**src/rtl/player_anim_pkg.sv**
```systemverilog
// player_anim_pkg: shared state encoding, sprite indices and delta helper for player_anim_ctrl.
// Rev 1.0
`default_nettype none

package player_anim_pkg;

  typedef enum logic [2:0] {
    IDLE    = 3'd0,
    WALK    = 3'd1,
    AIR     = 3'd2,
    GOAL    = 3'd3,
    RESPAWN = 3'd4
  } anim_state_t;

  localparam logic [2:0] SPR_IDLE  = 3'd0;
  localparam logic [2:0] SPR_WALK0 = 3'd1;
  localparam logic [2:0] SPR_AIR   = 3'd4;
  localparam logic [2:0] SPR_GOAL  = 3'd5;

  // 10-bit position differences never reach -1024, so the negation cannot overflow.
  function automatic logic [10:0] abs11(input logic signed [10:0] v);
    return v[10] ? 11'(-v) : 11'(v);
  endfunction

endpackage

`default_nettype wire

```
**src/rtl/player_anim_if.sv**
```systemverilog
// player_anim_if: movement-stage inputs and sprite-side outputs of the animation controller.
// Rev 1.0
`default_nettype none

interface player_anim_if;
  logic [9:0]  BallX;
  logic [9:0]  BallY;
  logic [20:0] logicalX;
  logic        lookDir;
  logic        endFlag;
  logic [2:0]  anim_state;
  logic [2:0]  sprite_idx;
  logic        flip_h;
  logic        visible;
  logic        step_pulse;

  modport master (
    output BallX, BallY, logicalX, lookDir, endFlag,
    input  anim_state, sprite_idx, flip_h, visible, step_pulse
  );

  modport slave (
    input  BallX, BallY, logicalX, lookDir, endFlag,
    output anim_state, sprite_idx, flip_h, visible, step_pulse
  );
endinterface

`default_nettype wire

```
**src/rtl/anim_motion_detect.sv**
```systemverilog
// anim_motion_detect: frame-to-frame position deltas, motion flags and respawn teleport detection.
// Rev 1.0
`default_nettype none

module anim_motion_detect
  import player_anim_pkg::*;
#(
  parameter int JUMP_DELTA = 20
) (
  input  logic        frame_clk,
  input  logic        Reset,
  input  logic [9:0]  ball_x,
  input  logic [9:0]  ball_y,
  input  logic [20:0] logical_x,
  output logic        h_move,
  output logic        v_move,
  output logic        teleport
);

  logic [9:0]  prev_x;
  logic [9:0]  prev_y;
  logic [20:0] prev_l;
  logic        prev_valid;

  logic signed [10:0] dx;
  logic signed [10:0] dy;

  always_ff @(posedge frame_clk or posedge Reset) begin
    if (Reset) begin
      prev_x     <= '0;
      prev_y     <= '0;
      prev_l     <= '0;
      prev_valid <= 1'b0;
    end else begin
      prev_x     <= ball_x;
      prev_y     <= ball_y;
      prev_l     <= logical_x;
      prev_valid <= 1'b1;
    end
  end

  assign dx = $signed({1'b0, ball_x}) - $signed({1'b0, prev_x});
  assign dy = $signed({1'b0, ball_y}) - $signed({1'b0, prev_y});

  // Scrolling with the screen locked moves the player even though BallX stays put.
  assign h_move   = prev_valid && ((dx != 11'sd0) || (logical_x != prev_l));
  assign v_move   = prev_valid && (dy != 11'sd0);
  assign teleport = prev_valid && ((abs11(dx) > 11'(JUMP_DELTA)) ||
                                   (abs11(dy) > 11'(JUMP_DELTA)));

endmodule

`default_nettype wire

```
**src/rtl/player_anim_ctrl.sv**
```systemverilog
// player_anim_ctrl: per-frame animation FSM producing sprite index, flip, visibility and footstep pulse.
// Rev 1.0
`default_nettype none

module player_anim_ctrl
  import player_anim_pkg::*;
#(
  parameter int WALK_FRAMES = 3,
  parameter int WALK_DIV    = 6,
  parameter int STILL_HOLD  = 2,
  parameter int JUMP_DELTA  = 20,
  parameter int BLINK_LEN   = 60,
  parameter int BLINK_DIV   = 4
) (
  input  logic         frame_clk,
  input  logic         Reset,
  player_anim_if.slave bus
);

  localparam int DIV_W = (WALK_DIV    > 1) ? $clog2(WALK_DIV)    : 1;
  localparam int PH_W  = (WALK_FRAMES > 1) ? $clog2(WALK_FRAMES) : 1;
  localparam int STL_W = (STILL_HOLD  > 1) ? $clog2(STILL_HOLD)  : 1;
  localparam int BLK_W = (BLINK_LEN   > 1) ? $clog2(BLINK_LEN)   : 1;
  localparam int BDV_W = (BLINK_DIV   > 1) ? $clog2(BLINK_DIV)   : 1;

  localparam logic [DIV_W-1:0] DIV_MAX   = DIV_W'(WALK_DIV - 1);
  localparam logic [PH_W-1:0]  PH_MAX    = PH_W'(WALK_FRAMES - 1);
  localparam logic [STL_W-1:0] STILL_MAX = STL_W'(STILL_HOLD - 1);
  localparam logic [BLK_W-1:0] BLINK_MAX = BLK_W'(BLINK_LEN - 1);
  localparam logic [BDV_W-1:0] BDIV_MAX  = BDV_W'(BLINK_DIV - 1);

  logic h_move;
  logic v_move;
  logic teleport;

  anim_state_t      state;
  logic [2:0]       sprite_idx;
  logic             flip_h;
  logic             visible;
  logic             step_pulse;
  logic [DIV_W-1:0] div_cnt;
  logic [PH_W-1:0]  walk_ph;
  logic [STL_W-1:0] still_cnt;
  logic [BLK_W-1:0] blink_cnt;
  logic [BDV_W-1:0] bdiv_cnt;

  logic            div_wrap;
  logic [PH_W-1:0] ph_inc;

  anim_motion_detect #(
    .JUMP_DELTA (JUMP_DELTA)
  ) u_motion (
    .frame_clk (frame_clk),
    .Reset     (Reset),
    .ball_x    (bus.BallX),
    .ball_y    (bus.BallY),
    .logical_x (bus.logicalX),
    .h_move    (h_move),
    .v_move    (v_move),
    .teleport  (teleport)
  );

  assign div_wrap = (div_cnt == DIV_MAX);
  assign ph_inc   = (walk_ph == PH_MAX) ? '0 : walk_ph + PH_W'(1);

  always_ff @(posedge frame_clk or posedge Reset) begin
    if (Reset) begin
      state      <= IDLE;
      sprite_idx <= SPR_IDLE;
      flip_h     <= 1'b0;
      visible    <= 1'b1;
      step_pulse <= 1'b0;
      div_cnt    <= '0;
      walk_ph    <= '0;
      still_cnt  <= '0;
      blink_cnt  <= '0;
      bdiv_cnt   <= '0;
    end else begin
      step_pulse <= 1'b0;
      flip_h     <= bus.lookDir;
      if (teleport) begin
        state      <= RESPAWN;
        sprite_idx <= SPR_IDLE;
        visible    <= 1'b0;
        blink_cnt  <= BLINK_MAX;
        bdiv_cnt   <= '0;
      end else if (state == RESPAWN) begin
        if (blink_cnt == '0) begin
          state   <= IDLE;
          visible <= 1'b1;
        end else begin
          blink_cnt <= blink_cnt - BLK_W'(1);
          if (bdiv_cnt == BDIV_MAX) begin
            bdiv_cnt <= '0;
            visible  <= ~visible;
          end else begin
            bdiv_cnt <= bdiv_cnt + BDV_W'(1);
          end
        end
      end else if (bus.endFlag) begin
        // Facing is frozen for the whole goal slide.
        state      <= GOAL;
        sprite_idx <= SPR_GOAL;
        visible    <= 1'b1;
        flip_h     <= flip_h;
      end else if (state == GOAL) begin
        state      <= IDLE;
        sprite_idx <= SPR_IDLE;
      end else if (v_move) begin
        state      <= AIR;
        sprite_idx <= SPR_AIR;
        still_cnt  <= '0;
      end else begin
        case (state)
          IDLE: begin
            if (h_move) begin
              state      <= WALK;
              sprite_idx <= SPR_WALK0;
              div_cnt    <= '0;
              walk_ph    <= '0;
              still_cnt  <= '0;
            end
          end
          WALK: begin
            if (div_wrap) begin
              div_cnt    <= '0;
              walk_ph    <= ph_inc;
              step_pulse <= 1'b1;
              sprite_idx <= SPR_WALK0 + 3'(ph_inc);
            end else begin
              div_cnt <= div_cnt + DIV_W'(1);
            end
            if (h_move) begin
              still_cnt <= '0;
            end else if (still_cnt == STILL_MAX) begin
              state      <= IDLE;
              sprite_idx <= SPR_IDLE;
            end else begin
              still_cnt <= still_cnt + STL_W'(1);
            end
          end
          AIR: begin
            if (still_cnt == STILL_MAX) begin
              still_cnt <= '0;
              if (h_move) begin
                state      <= WALK;
                sprite_idx <= SPR_WALK0;
                div_cnt    <= '0;
                walk_ph    <= '0;
              end else begin
                state      <= IDLE;
                sprite_idx <= SPR_IDLE;
              end
            end else begin
              still_cnt <= still_cnt + STL_W'(1);
            end
          end
          default: begin
            state      <= IDLE;
            sprite_idx <= SPR_IDLE;
          end
        endcase
      end
    end
  end

  assign bus.anim_state = state;
  assign bus.sprite_idx = sprite_idx;
  assign bus.flip_h     = flip_h;
  assign bus.visible    = visible;
  assign bus.step_pulse = step_pulse;

endmodule

`default_nettype wire

```
**src/flat_wrapper.sv**
```systemverilog
// flat-port wrapper written by rule: the top's interface ports become plain ports
module player_anim_ctrl_flat import player_anim_pkg::*;
#(
  parameter int WALK_FRAMES = 3,
  parameter int WALK_DIV    = 6,
  parameter int STILL_HOLD  = 2,
  parameter int JUMP_DELTA  = 20,
  parameter int BLINK_LEN   = 60,
  parameter int BLINK_DIV   = 4
)
  (frame_clk, Reset, bus_BallX, bus_BallY, bus_logicalX, bus_lookDir, bus_endFlag, bus_anim_state, bus_sprite_idx, bus_flip_h, bus_visible, bus_step_pulse);
  player_anim_if bus_i ();
  input  logic frame_clk;
  input  logic Reset;
  input wire logic [$bits(bus_i.BallX)-1:0] bus_BallX;
  input wire logic [$bits(bus_i.BallY)-1:0] bus_BallY;
  input wire logic [$bits(bus_i.logicalX)-1:0] bus_logicalX;
  input wire logic [$bits(bus_i.lookDir)-1:0] bus_lookDir;
  input wire logic [$bits(bus_i.endFlag)-1:0] bus_endFlag;
  output wire logic [$bits(bus_i.anim_state)-1:0] bus_anim_state;
  output wire logic [$bits(bus_i.sprite_idx)-1:0] bus_sprite_idx;
  output wire logic [$bits(bus_i.flip_h)-1:0] bus_flip_h;
  output wire logic [$bits(bus_i.visible)-1:0] bus_visible;
  output wire logic [$bits(bus_i.step_pulse)-1:0] bus_step_pulse;
  assign bus_i.BallX = bus_BallX;
  assign bus_i.BallY = bus_BallY;
  assign bus_i.logicalX = bus_logicalX;
  assign bus_i.lookDir = bus_lookDir;
  assign bus_i.endFlag = bus_endFlag;
  assign bus_anim_state = bus_i.anim_state;
  assign bus_sprite_idx = bus_i.sprite_idx;
  assign bus_flip_h = bus_i.flip_h;
  assign bus_visible = bus_i.visible;
  assign bus_step_pulse = bus_i.step_pulse;
  player_anim_ctrl #(.WALK_FRAMES(WALK_FRAMES), .WALK_DIV(WALK_DIV), .STILL_HOLD(STILL_HOLD), .JUMP_DELTA(JUMP_DELTA), .BLINK_LEN(BLINK_LEN), .BLINK_DIV(BLINK_DIV)) u_core (.frame_clk(frame_clk), .Reset(Reset), .bus(bus_i));
endmodule
```
**config.mk**
```make
export PLATFORM = sky130hd
export DESIGN_NAME = player_anim_ctrl_flat
export DESIGN_NICKNAME = d
export VERILOG_FILES = /design/src/rtl/player_anim_pkg.sv /design/src/rtl/player_anim_if.sv /design/src/rtl/anim_motion_detect.sv /design/src/rtl/player_anim_ctrl.sv /design/src/flat_wrapper.sv
export SDC_FILE = /design/constraint.sdc
export NUM_CORES = 1
export LEC_CHECK = 0
export CAP_MARGIN = 30
export CORE_MARGIN = 2
export CORE_UTILIZATION = 40
export DETAILED_ROUTE_END_ITERATION = 12
export PLACE_DENSITY_LB_ADDON = 0.08
export RECOVER_POWER = 50
export SLEW_MARGIN = 0
export SYNTH_ARGS = -nofsm -noshare
export SYNTH_HDL_FRONTEND = slang
export SYNTH_SLANG_ARGS = --single-unit
```
**constraint.sdc**
```tcl
create_clock -name frame_clk -period 8 [get_ports frame_clk]
set_clock_uncertainty 0.1 [all_clocks]
set_input_delay 1.6 -clock frame_clk [delete_from_list [all_inputs] [get_ports frame_clk]]
set_output_delay 1.6 -clock frame_clk [all_outputs]
set_load 0.01 [all_outputs]
```
# Word-level counts from Yosys, hierarchy flattened
# Cells that the tools add are included.
dict set report classes {
  n_mux 60
  add_sub_neg 10
  n_eq_ne 22
  n_lt_le_gt_ge 2
  n_reduce_logical 20
  bitwise 6
}
# operator n
set ops {}
lappend ops {{2-to-1 mux 3 bit} 21}
lappend ops {{case mux 3 bit (3 select lines)} 3}
lappend ops {{> comparator 11 x 5 -> 1 bit, second input constant} 2}
lappend ops {{2-to-1 mux 11 bit} 2}
lappend ops {{negation 11 bit} 2}
lappend ops {{nonzero test 11 bit} 2}
lappend ops {{subtractor 10 x 10 -> 11 bit} 2}
lappend ops {{2-to-1 mux 1 bit} 21}
lappend ops {{!= test 21 bit} 1}
lappend ops {{!= test 7 x 3 -> 1 bit, second input constant} 3}
lappend ops {{2-to-1 mux 6 bit} 3}
lappend ops {{2-to-1 mux 2 bit} 8}
lappend ops {{!= test 6 x 3 -> 1 bit, second input constant} 2}
lappend ops {{!= test 2 x 1 -> 1 bit, second input constant} 4}
lappend ops {{AND reduction 8 bit} 1}
lappend ops {{!= test 7 bit, second input constant} 1}
lappend ops {{AND reduction 7 bit} 1}
lappend ops {{equality test 3 x 2 -> 1 bit, second input constant} 2}
lappend ops {{equality test 3 bit, second input constant} 2}
lappend ops {{zero test 6 bit} 1}
lappend ops {{!= test 3 x 2 -> 1 bit, second input constant} 2}
lappend ops {{NOT 1 bit} 6}
lappend ops {{case mux 2 bit (3 select lines)} 1}
lappend ops {{AND reduction 6 bit} 1}
lappend ops {{19 further kinds} 26}
dict set report word_totals {
  in_bits 45
  regBits 65
  output_inout_bits 9
}

# Depth between registers and ports, before layout
dict set report logic_depth {
  word_depth 12
  ltp_mapped 17
  depth_no_buf 15
}

# Cells and area by module
# A second synthesis with hierarchy kept.
dict set report unflattened {
  cells_unflattened 435
  hier_area_um2 4266.6
}
# mod area_each_um2 seq_area_each_um2 cells_each n_inst
set by_module_without_submodules {}
lappend by_module_without_submodules {anim_motion_detect 2912.8 1051.0 304 1}
lappend by_module_without_submodules {player_anim_ctrl 1353.8 576.8 131 1}

# Worst setup path after synthesis
# No wires, ideal clock.
dict set report synth_timing {
  path_kind {input to register}
  from {input bus_BallX[0]}
  to {register u_core.div_cnt[1]}
  n_path_buf 0
  stages 14
  path_slack_ns 2.770
  t_arrival_ns 5.005
  path_cell_list {inv_1 -> ha_1 -> inv_1 -> fa_1 -> a211oi_2 -> nor2_4 -> xnor2_2 -> or4_1 -> a2111o_1 -> a222oi_1 -> o2111ai_1 -> o31ai_4 -> o2111ai_1 -> mux2_4}
}
dict set report synth_via {
  elab_chain_cells 8
}
# item line
set synth_lines {}
lappend synth_lines {{start, declared} flat_wrapper.sv:15} ;# input wire logic [$bits(bus_i.BallX)-1:0] bus_BallX;
lappend synth_lines {{subtractor 10 x 10 -> 11 bit *} anim_motion_detect.sv:42} ;# assign dx = $signed({1'b0, ball_x}) - $signed({1'b0, prev_x});
lappend synth_lines {{negation 11 bit} player_anim_pkg.sv:22} ;# return v[10] ? 11'(-v) : 11'(v);
lappend synth_lines {{2-to-1 mux 11 bit} player_anim_pkg.sv:22}
lappend synth_lines {{> comparator 11 x 5 -> 1 bit} anim_motion_detect.sv:48} ;# assign teleport = prev_valid && ((abs11(dx) > 11'(JUMP_DELTA)) ||
lappend synth_lines {{logical OR 1 bit} anim_motion_detect.sv:48}
lappend synth_lines {{logical AND 1 bit} anim_motion_detect.sv:48}
lappend synth_lines {{NOT 1 bit (no source line)} --}
lappend synth_lines {{AND reduction 7 bit (no source line)} --}
lappend synth_lines {{end signal, assigned} player_anim_ctrl.sv:131} ;# div_cnt <= div_cnt + DIV_W'(1);
lappend synth_lines {{end, declared} player_anim_ctrl.sv:41} ;# logic [DIV_W-1:0] div_cnt;
# Mark *: on every way between the ends. The rest lies on a longest branch, timed or not. The select of a mux whose other input is x is not followed.
# A chain may end at the register's enable or synchronous reset.

# Worst setup path in the final report
# Same ends and word-level chain as after synthesis.

==> impl_results.md <==
- Finished Core Util: roughly half
- Critical Path Fanout Max: 24
- Worst-path clk slew: 0.08 ns
- Library cells used by synthesis: 78
- Routed Antenna Nets: 0
- CTS buffer count: 9
- EDFF count, synth: 0
- Worst Setup Slack, final: 2.11 ns
- Syn nets: between 500 and 600
- WS Path Type: in -> reg
- Seq. cell area: between 0.0015 and 0.002 mm²
- Post-synth top area share: 36.8%
- Nets@finish: 589
- Post-cts resize count: 0
- Antenna cells: 0
- Die H: 108 µm
- Total leakage power: ~2.2 nW
- Area leader, netlist: dfrtp_1
- GRT Util Overall: 17.0%
- Ports: 54
- Max frequency: 170 MHz
- Worst EP arrival: 6.04 ns
- Clock buffer depth: 2
- DR vias: roughly 3600
- Reg2Reg Setup Slack: 3.64 ns
- Most common cell after layout, fill and taps aside: dfrtp_1
- H-tree Lvls: 3
- Via-to-Cell Ratio: ~5.4
- Hold Path Class: reg -> reg
- IO buf count: 53
- Min cycle time layout: 5.89 ns
- Layout cells sized above 1: 5.95%
- Fill cells: approximately 1100
- Max_slew headroom: -135%
- Worst stage delay on the critical path: 0.56 ns
- Post-synthesis sequential area ratio: 37.4%
- Sum Neg Setup Slack: 0 ns
- Setup Buffers After CTS: 0
- TritonCTS clock tree: built
- Outcome: finished, violations left
- Grt total ovfl: 0
- Place WS: 1.90 ns
- Initial Util: 40.5%
- MaxCap Viol Count: 1
- Syn avg cell area: 9.40 µm²
- Period utilisation layout: 73.6%
- Post-Route WL: 9170 µm
- Yosys warning total: 0
- RSZ-0062 raised after global routing: false
- P&R area growth vs syn: 19.1%
- Rows: 38
- Max VDD drop: around 0.15 mV
- Top_reg_cell synth: dfrtp_1
- Pwr Density: 162 mW/mm²
- Core area: 0.0107 mm²
- DR DRC count: 0
- Routed length per instance: 13.9 µm
- Crit-path cells: dlygate4sd3_1 -> inv_1 -> ha_1 -> inv_1 -> fa_1 -> a211oi_2 -> nor2_4 -> xnor2_2 -> or4_1 -> a2111o_1 -> a222oi_1 -> o2111ai_1 -> o31ai_4 -> buf_4 -> o2111ai_1 -> mux2_4
- CTS root buf: clkbuf_8
- Most frequent cells in the layout: 64 x dfrtp_1, 42 x dlygate4sd3_1, 41 x inv_1
- #FFs+latches synth: 65
- Worst EP required: 8.15 ns
- Largest net degree at the start of global routing: 66
- Initial drt markers: 88
- First-pass DRT Iterations: 4
- Synth async-reset ratio: 100%
- Final Max Slew Viols: between 60 and 70
- Final instance area: a little over 0.005 mm²
- Number of global-route vias before repair: 3435
- Critical Path Start Type: primary input
- First-pass GRT wire length: 15700 µm
- Die width: around 110 µm
- Full die area: 0.0117 mm²
- Slowest cell on crit path: dlygate4sd3_1
- Worst slew pin tran: around 3.5 ns
- CP endpoint kind: flip-flop
- Failing checks: max-capacitance violations, max-slew violations
- Area of the multi-input gates: 0.00249 mm²
- HPWL after DPL: 6640 µm
- Final Hold Fails: 0
- Mapped Cells: 463
- CTS Hold Bufs: 0
- Final GP Congestion: 0.797
- Top post-synthesis cells by area: dfrtp_1 37%, ha_1 7.5%, xor2_1 4.4%, inv_1 3.6%, nor2_1 2.8%
- Skew-Pair Late Insertion Delay: 0.37 ns
- Post-synthesis cell area: approximately 0.0044 mm²
- Endpoints failing setup: 0
- TritonCTS Sinks: 65
- Antenna violations before repair: 0
- Tot Pwr: roughly 0.84 mW
- Dpl cell area: roughly 0.005 mm²
-- layout make-up --
class / instances / share of cell area [%]
Clock buffer: 10 / 2.66
Clock inverter: 6 / 0.966
Inverter: 42 / 3.04
Multi-Input combinational cell: 343 / 48.1
Sequential cell: 65 / 31.4
Tap cell: 140 / 3.38
Timing Repair Buffer: 55 / 10.5
-- synthesized netlist by cell type, drive strengths merged, types with 8 or more instances --
library cell	instances
dfrtp	64
ha	26
nand3	11
xnor2	14
o21ai	19
a21oi	19
nor2b	12
xor2	22
nor3b	8
inv	42
nor3	13
nor2	33
clkbuf	9
nand2	26
or3	9
-- registers in the layout, summed over array words and instances (netlist names) --
name,count
u_core.bdiv_cnt,2
u_core.blink_cnt,6
u_core.bus.anim_state,3
u_core.bus.flip_h,1
u_core.bus.sprite_idx,3
u_core.bus.step_pulse,1
u_core.bus.visible,1
u_core.div_cnt,3
u_core.still_cnt,1
u_core.u_motion.prev_l,21
u_core.u_motion.prev_valid,1
u_core.u_motion.prev_x,10
u_core.u_motion.prev_y,10
u_core.walk_ph,2
-- through the flow --
| step | instances | hold slack (ns) |
|---|---|---|
| after floorplan | 463 | 0.381 |
| after global placement | 645 | 0.380 |
| after detailed placement | 645 | 0.391 |
| after CTS | 661 | 0.415 |
| after global routing | 661 | 0.447 |
| final | 661 | 0.404 |
-- layer usage --
layer	up-vias	GRT usage [%]	wire [µm]
met5	-	0	0
met4	0	5.77	134
met3	10	5.18	344
met2	49	26.7	4240
met1	1717	22.3	4450
li1	1804	-	-
-- critical path: cells and delay by family --
| family | cells | cell delay, ns |
|---|---|---|
| compound gates | 6 | 1.77 |
| xor+xnor | 1 | 0.19 |
| fa+ha+maj | 2 | 0.60 |
| buf+inv | 4 | 0.96 |
| mux | 1 | 0.30 |
| simple gates | 2 | 0.62 |
-- cell families (layout without fill, tap and decap cells) --
group,Yosys count,in the layout,share of synthesized area [%]
flops,65,65,37.4
other cells,1,1,0.0862
simple gates,162,162,20.6
buf+inv,55,113,5.32
compound gates,110,110,19.2
xor+xnor,36,36,7.42
fa+ha+maj,28,28,8.40
mux,6,6,1.55
-- path summary, 6_finish.rpt --
check	startpoint	to	cells after the start
max	bus_BallX[0]	u_core.div_cnt[1]	16
min	u_core.bus.flip_h	u_core.bus.flip_h	1
max reg2reg	u_core.u_motion.prev_x[0]	u_core.div_cnt[1]	14
min reg2reg	u_core.bus.flip_h	u_core.bus.flip_h	1
max in group asynchronous	Reset	u_core.u_motion.prev_y[0]	3
min in group asynchronous	Reset	u_core.u_motion.prev_x[6]	3
-- power breakdown --
group	leakage [nW]	internal [mW]	switching, mW
clock network	0.0899	0.125	0.150
logic	1.34	0.0936	0.121
registers	0.762	0.343	0.00686
Power figures use the tool's default switching activity.
